--- src/rtl/fb_pattern_writer.sv ---
// Wishbone write master that fills a frame buffer with a white grid on black,
// one 32-bit word per pixel at byte address 4*(y*HDISP + x), releasing the bus every BURST words.
module fb_pattern_writer #(
  parameter int HDISP = 800,
  parameter int VDISP = 480,
  parameter int BURST = 64,
  parameter int GRID  = 16
) (
  input  logic        wshb_clk,
  input  logic        wshb_rst_n,
  input  logic        start,
  input  logic        continuous,
  output logic        busy,
  output logic        frame_done,
  output logic [31:0] wshb_adr,
  output logic [31:0] wshb_dat_ms,
  output logic        wshb_cyc,
  output logic        wshb_stb,
  output logic        wshb_we,
  output logic [3:0]  wshb_sel,
  output logic [2:0]  wshb_cti,
  output logic [1:0]  wshb_bte,
  input  logic        wshb_ack
);

  localparam int XW = (HDISP > 1) ? $clog2(HDISP) : 1;
  localparam int YW = (VDISP > 1) ? $clog2(VDISP) : 1;
  localparam int BW = $clog2(BURST + 1);

  localparam logic [XW-1:0] X_LAST = XW'(HDISP - 1);
  localparam logic [YW-1:0] Y_LAST = YW'(VDISP - 1);
  localparam logic [BW-1:0] B_LAST = BW'(BURST - 1);
  localparam logic [XW-1:0] X_MASK = XW'(GRID - 1);
  localparam logic [YW-1:0] Y_MASK = YW'(GRID - 1);

  typedef enum logic [1:0] {IDLE, WRITE, YIELD, FEND} state_t;

  state_t          state;
  logic [XW-1:0]   x, x_nxt;
  logic [YW-1:0]   y, y_nxt;
  logic [BW-1:0]   bcnt;
  logic            last_px;
  logic            burst_end;

  // GRID is a power of two, so "mod GRID == 0" is a test of the low bits.
  function automatic logic [31:0] pixel(input logic [XW-1:0] px, input logic [YW-1:0] py);
    return (((px & X_MASK) == '0) || ((py & Y_MASK) == '0)) ? 32'h00FF_FFFF : 32'h0000_0000;
  endfunction

  always_comb begin
    x_nxt = x + 1'b1;
    y_nxt = y;
    if (x == X_LAST) begin
      x_nxt = '0;
      y_nxt = y + 1'b1;
    end
  end

  assign last_px   = (x == X_LAST) && (y == Y_LAST);
  assign burst_end = (bcnt == B_LAST);

  assign wshb_sel = 4'b1111;
  assign wshb_cti = 3'b000;
  assign wshb_bte = 2'b00;

  always_ff @(posedge wshb_clk or negedge wshb_rst_n) begin
    if (!wshb_rst_n) begin
      state       <= IDLE;
      x           <= '0;
      y           <= '0;
      bcnt        <= '0;
      wshb_adr    <= '0;
      wshb_dat_ms <= '0;
      wshb_cyc    <= 1'b0;
      wshb_stb    <= 1'b0;
      wshb_we     <= 1'b0;
      busy        <= 1'b0;
      frame_done  <= 1'b0;
    end else begin
      frame_done <= 1'b0;
      case (state)
        IDLE: begin
          if (start || continuous) begin
            state       <= WRITE;
            x           <= '0;
            y           <= '0;
            bcnt        <= '0;
            wshb_adr    <= '0;
            wshb_dat_ms <= pixel('0, '0);
            wshb_cyc    <= 1'b1;
            wshb_stb    <= 1'b1;
            wshb_we     <= 1'b1;
            busy        <= 1'b1;
          end
        end
        WRITE: begin
          if (wshb_ack) begin
            // Frame end wins over a coinciding burst boundary.
            if (last_px) begin
              state       <= FEND;
              x           <= '0;
              y           <= '0;
              bcnt        <= '0;
              wshb_adr    <= '0;
              wshb_dat_ms <= pixel('0, '0);
              wshb_cyc    <= 1'b0;
              wshb_stb    <= 1'b0;
              wshb_we     <= 1'b0;
              frame_done  <= 1'b1;
            end else begin
              x           <= x_nxt;
              y           <= y_nxt;
              wshb_adr    <= wshb_adr + 32'd4;
              wshb_dat_ms <= pixel(x_nxt, y_nxt);
              if (burst_end) begin
                state    <= YIELD;
                bcnt     <= '0;
                wshb_cyc <= 1'b0;
                wshb_stb <= 1'b0;
                wshb_we  <= 1'b0;
              end else begin
                bcnt <= bcnt + 1'b1;
              end
            end
          end
        end
        YIELD: begin
          state    <= WRITE;
          wshb_cyc <= 1'b1;
          wshb_stb <= 1'b1;
          wshb_we  <= 1'b1;
        end
        FEND: begin
          if (continuous) begin
            state    <= WRITE;
            wshb_cyc <= 1'b1;
            wshb_stb <= 1'b1;
            wshb_we  <= 1'b1;
          end else begin
            state <= IDLE;
            busy  <= 1'b0;
          end
        end
        default: begin
          state <= IDLE;
          busy  <= 1'b0;
        end
      endcase
    end
  end

endmodule

--- config.mk ---
export PLATFORM = sky130hd
export DESIGN_NAME = fb_pattern_writer
export DESIGN_NICKNAME = d
export VERILOG_FILES = /design/src/rtl/fb_pattern_writer.sv
export SDC_FILE = /design/constraint.sdc
export NUM_CORES = 1
export LEC_CHECK = 0
export BUFFER_PORTS_ARGS = -buffer_cell sky130_fd_sc_hd__buf_2
export CAP_MARGIN = 20
export CORE_ASPECT_RATIO = 0.6
export CORE_MARGIN = 3
export CORE_UTILIZATION = 54
export CTS_CLUSTER_DIAMETER = 50
export CTS_CLUSTER_SIZE = 10
export DETAILED_ROUTE_END_ITERATION = 6
export GPL_TIMING_DRIVEN = 0
export PLACE_DENSITY = 0.8
export RECOVER_POWER = 50
export REMOVE_ABC_BUFFERS = 1
export SYNTH_ARGS = -nofsm -noshare
export SYNTH_HDL_FRONTEND = slang
export SYNTH_SLANG_ARGS = --single-unit
--- constraint.sdc ---
create_clock -name wshb_clk -period 2.8 [get_ports wshb_clk]
set_input_delay 0.56 -clock wshb_clk [delete_from_list [all_inputs] [get_ports wshb_clk]]
set_output_delay 0.56 -clock wshb_clk [all_outputs]
set_load 0.1 [all_outputs]
==> results.toml, run 1 <==
[synth]
ys.flop_type = "dfrtp_1"
syn_inst = 411
ys_seq_elements = 62
synthArstFlopShare = 1.00
yosysWarnings = 0
synth_area_mm2 = 0.00363
synth_edf_count = 0
ys_types = 49
seq_area_frac_synth = 0.428
syn_area_per_cell_um2 = 8.82

[placement]
port_buffers = 63
dp.cells = 519
place.gp.congestion = 0.837
dp_hpwl_mm = 5.71

[cts]
cts_tree = "done"
h-tree-depth = 3
clock_latency_ns = 0.34
clockRootBuffer = "clkbuf_8"
clk_pin_slew_ns = 0.07
cts_buffers = 9
postCtsSetupRepairBufs = 0
clock_path_buffers = 2
clock-sinks = 62

[sta]
setup_viol = 0
rsz0062_at_grt = "false"
hold_viol_final = 0
fmax_mhz = 386
slew_violations = 37
slew_headroom = -0.237
fin_crit_sh = 0.925
finalCriticalPeriod_ns = 2.59
tightest_slew_ns = 1.86
worst_clock_skew_ns = 0.0100

[floorplan]
rows = 22
fp.dieH_um = 69.5
start_util = 0.575
die_area_mm2 = 0.00777
die_x_um = 112
io_pins = 83
core-area_mm2 = 0.00630

[detailed_routing]
vias_per_cell = 5.83
dr_total_vias = 3129
routed_wl_mm = 7.91
routedWlPerCell_um = 14.7
ant_nets = 0
drt-initial-drc-count = 275
drc = 0
first_pass_iters = 5

[critical_path]
r2r_start = "x[0]"
critPathSlowestCell = "dfrtp_1"
reg2reg_to = "wshb_adr[14]"
worstPathRequired_ns = 3.03
startpoint = "x[0]"
cp_top_family = "simple AND/OR/NAND/NOR gates"
crit_cells = 9
critPathBufInv = 3
regToRegSetupSlack_ns = 0.21
crit_chain = "ha_1 -> nand4_2 -> nor3_4 -> buf_2 -> a21oi_1 -> buf_4 -> nor2_4 -> buf_6 -> nor2_1"
critPathMaxStageDelay_ns = 0.44
path_max_fanout = 13
reg2reg_depth = 9
worstSetupEndpointType = "flop"
start_kind = "flop"
path_class = "reg2reg"
worstPathArrival_ns = 2.82

[finish]
layout-drive-gt1-share = 0.148
instances_no_fill = 537
fin_nets = 457
layout_commonest_cell = "dfrtp_1"
antenna_cells = 0
final_cell_mix = "dfrtp_1, buf_2, o21ai_0"
areaGrowthSynthToFinish_pct = 8.25
nFillCells = 534

[outcome]
failed_checks = "max-capacitance violations, max-slew violations"
status = "complete, but fails checks"

[global_route]
grt_pass1_wl_mm = 12.9
grt_use_total = 0.203
grt_max_degree = 37
grt_antenna_before_repair = 0
gr-total-overflow = 0
grt_pass1_vias = 2786

[min_path]
hold_class = "reg2reg"
min_path_cells = 1
hp-start = "y[8]"
holdPathEnd = "y[8]"

[job]
maxCapViolations = 1
cells in the mapped netlist, drive strengths merged (9+ instances only):
library cell  number  share of area
dfrtp             62           0.43
buf               49          0.099
o21ai             36          0.051
nand2             31          0.032
nor2              30          0.031
a21oi             24          0.033
nand3             21          0.029
or3               19          0.033
nand4             13          0.026
nor3              13          0.021
clkbuf            12          0.012
inv               12          0.012
xor2               9          0.022
repair_timing:
item | in CTS | in global routing
gates cloned | 0 | 0
hold buffers | 0 | 0
resized for setup | 3 | 1
endpoints found under the setup margin | 22 | 10
stage by stage:
stage	area [µm²]	setup WS, ns	setup TNS [ns]	hold slack [ns]	utilization
after floorplan	3290	-12.35	-314.62	0.264	-
after global placement	3710	-2.12	-54.04	0.490	0.588
after detailed placement	3770	-0.632	-11.96	0.503	0.598
after CTS	3950	0.0327	0	0.321	0.626
after global routing	3930	0.0286	0	0.542	0.623
final	3930	0.210	0	0.507	0.623
cells by family (layout without fill, tap and decap cells):
kind of cell,count (synthesis),count (layout),share of synthesized area
AO/OA/AOI/OAI,93,93,0.155
buffers and inverters,73,98,0.124
multiplexers,1,1,0.00311
XOR/XNOR,17,17,0.0411
flip-flops,62,62,0.428
adder cells (fa/ha/maj),4,4,0.0138
AND/OR/NAND/NOR,159,159,0.234
other,2,19,0.00207
layout make-up:
cell class | count | area [µm²] | share of cell area
clock buffer | 10 | 128 | 0.0325
tap | 84 | 105 | 0.0268
clock inverter | 6 | 38.8 | 0.00988
inverter | 12 | 45.0 | 0.0115
multi-input combinational | 293 | 1710 | 0.437
sequential | 62 | 1550 | 0.395
timing repair buffer | 70 | 343 | 0.0873
flip-flops by register name (all words and copies together), names as in the netlist:
name,count
wshb_adr,30
x,10
y,9
bcnt,7
state,2
busy,1
frame_done,1
wshb_dat_ms,1
wshb_we,1
routing by layer:
metal | part of all wire | vias up | global-route usage
met5 | 0 | - | 0
met4 | 0.011 | 0 | 0.0796
met3 | 0.091 | 13 | 0.0558
met2 | 0.44 | 146 | 0.297
met1 | 0.46 | 1487 | 0.288
li1 | - | 1483 | -
how the worst max path moves through the flow:
stage,to
floorplan,wshb_dat_ms[0]
global placement,wshb_adr[30]
detailed placement,wshb_adr[27]
CTS,wshb_adr[27]
global route,wshb_adr[12]
finish,wshb_adr[14]
worst register-to-register path: cells and delay by family (launching register included):
kind            cells  cell delay, ns
compound gates      1            0.14
buf+inv             3            0.67
simple gates        4            0.93
fa+ha+maj           1            0.30
flops               1            0.44
Power of run 1 is left out: the tool's default activity adds up to more than one toggle a clock period on the data nets, which glitch-free logic cannot reach.
==> inputs of run 2 (changes only) <==
- ABC_AREA: default -> 1
- CORE_UTILIZATION: 54 -> 55
==> run 2 against run 1 <==
Compared with the run above:
- the run still ends with max-capacitance violations, max-slew violations left
- worst hold slack worse by 0.032 ns
- non-clock buffer count decreased by 6
- largest cell class unchanged
- register-to-register slack better by 0.24 ns
- via count increased by 12%
- final area is 10% higher
==> results.toml, run 2 <==
[synth]
synthAdderAreaFrac = 0.0126
ys_types = 42
synthArstFlopShare = 1.00
synthMuxAreaShare = 0.00252
synth_xor_area_frac = 0.0265
synth_area_leader_cell = "dfrtp_1"
yosysMostFrequentCell = "nand2_1"
synth_common_cells = "nand2_1, nor2_1, dfrtp_1"
seq_area_frac_synth = 0.391
synth_area_mm2 = 0.00397
syn_area_per_cell_um2 = 7.55
synth_compound_area_frac = 0.0880
yosysWarnings = 0
yosys.area_share.simple = 0.325
yosys-top-cells-area = "dfrtp_1, nand2_1, buf_4"
synth_edf_count = 0
syn_inst = 526
ys.flop_type = "dfrtp_1"
synth_top_family_by_area = "simple AND/OR/NAND/NOR gates"
synth_top_area_frac = 0.391
ys_seq_elements = 62

[cts]
cts_tree = "done"
clock_path_buffers = 2
holdBufCountCts = 0
clockRootBuffer = "clkbuf_16"
clock_latency_ns = 0.33
postCtsSetupRepairBufs = 0
clock-sinks = 62
cts_buffers = 9
ctsResizeCount = 0
clk_pin_slew_ns = 0.05
h-tree-depth = 3

[sta]
fmax_mhz = 426
tightest_slew_ns = 1.67
worst_clock_skew_ns = 0.00553
finalCriticalPeriod_ns = 2.35
fin_crit_sh = 0.839
setup_viol = 0
postLayoutSetupSlackWorst_ns = 0.452
hold_viol_final = 0
rsz0062_at_grt = "false"
slew_headroom = -0.114
slew_violations = 30

[global_route]
grt_pass1_wl_mm = 15.9
grt.met3_usage = 0.0650
grt_antenna_before_repair = 0
grt_most_used_layer = "met1"
grtUsageMet1 = 0.366
met2_usage = 0.348
grt_max_degree = 34
gr-total-overflow = 0
grt_use_total = 0.245
grt_pass1_vias = 3310

[floorplan]
die_x_um = 116
io_pins = 83
die_area_mm2 = 0.00830
fp.dieH_um = 71.8
start_util = 0.582
rows = 23
core-area_mm2 = 0.00682

[critical_path]
worstPathArrival_ns = 2.59
path_class = "reg2reg"
reg2reg_depth = 8
startpoint = "x[0]"
path_max_fanout = 19
start_kind = "flop"
worstSetupEndpointType = "flop"
r2r_start = "x[0]"
worstPathRequired_ns = 3.04

[min_path]
min_path_cells = 2
hp-start = "busy"
hold_class = "reg2reg"

[finish]
largest_register_ffs = 30
layout-drive-gt1-share = 0.159
top_register = "wshb_adr"
reg_top3 = "wshb_adr: 30 flops, x: 10 flops, y: 9 flops"
final_cell_mix = "nand2_1, nor2_1, dfrtp_1"
fin_nets = 577
final_util = 0.634
fin_area_mm2 = 0.00433
antenna_cells = 0
areaGrowthSynthToFinish_pct = 8.98
layout_commonest_cell = "nand2_1"
nFillCells = 593

[detailed_routing]
first_pass_iters = 6
vias_per_cell = 5.31
ant_nets = 0
dr_total_vias = 3506
routedWlPerCell_um = 14.6
routed_wl_mm = 9.65
drt-initial-drc-count = 396
drc = 0

[pwr]
powerDensity_mw_per_mm2 = 1330
p_leak_uw = 0.00216
power_uw = 5760
irDropWorstVdd_v = 0.00108

[placement]
dp_slack_ns = 0.520
dp_hpwl_mm = 7.10
port_buffers = 63
place.gp.congestion = 0.874
dpl_cell_area_mm2 = 0.00409

[outcome]
status = "complete, but fails checks"
failed_checks = "max-capacitance violations, max-slew violations"

[job]
maxCapViolations = 1
run 2: cell count changes after synthesis, moves of 7 or more:
cell      before  now
o21ai_0       33   10
or3_1         19    0
nor2_2         0    8
inv_1         12   56
nor2_1        30   76
o22ai_1        2    9
nand2_1       31  114
nand3_1       21   32
clkbuf_1      12    0
run 2: area by class of cell:
cell class                      count  area, µm²  share of cell area
Inverter                           59        221              0.0512
Sequential cell                    62       1550               0.359
Tap cell                           87        109              0.0252
Timing Repair Buffer               64        307              0.0709
Multi-Input combinational cell    372       1870               0.432
Clock buffer                       11        243              0.0561
Clock inverter                      5       25.0             0.00579
run 2: path summary, 6_finish.rpt:
check	endpoint	slack [ns]
max in group asynchronous	wshb_adr[13]	1.17
min reg2reg	busy	0.47
max reg2reg	wshb_adr[18]	0.45
min	busy	0.47
min in group asynchronous	y[0]	0.66
max	wshb_adr[18]	0.45
run 2: critical path, stage by stage, from the launching register on:
cell	delay (ns)
dfrtp_1	0.43
ha_1	0.25
nand2_1	0.14
nor2_1	0.12
nand2_2	0.29
nor2_4	0.08
o21ai_4	0.50
inv_2	0.22
nor3_1	0.22
run 2: per-layer routing:
layer	part of all wire	vias up	wire length [µm]
li1	-	1715	-
met1	0.48	1631	4590
met2	0.42	147	4070
met3	0.090	13	868
met4	0.012	0	119
met5	0	-	0
run 2: kinds of logic after synthesis:
| logic type | after synthesis |
|---|---|
| flip-flops | 62 |
| other | 2 |
| buffers and inverters | 109 |
| adder cells (fa/ha/maj) | 4 |
| AO/OA/AOI/OAI | 57 |
| multiplexers | 1 |
| AND/OR/NAND/NOR | 279 |
| XOR/XNOR | 12 |
run 2: power breakdown:
group | internal, µW | leakage, µW | switching [µW] | total [µW]
Clock | 614 | 0.000139 | 383 | 997
Combinational | 554 | 0.00124 | 2780 | 3330
Sequential | 1140 | 0.000775 | 282 | 1420
Total | 2310 | 0.00216 | 3450 | 5760
run 2: through the flow:
step                      TNS [ns]  hold WS (ns)  instances
after detailed placement         0         0.462        644
after floorplan            -308.98         0.264        493
after CTS                        0         0.299        660
after global routing             0         0.522        660
final                            0         0.474        660
after global placement           0         0.455        643
Power figures use the tool's default switching activity.
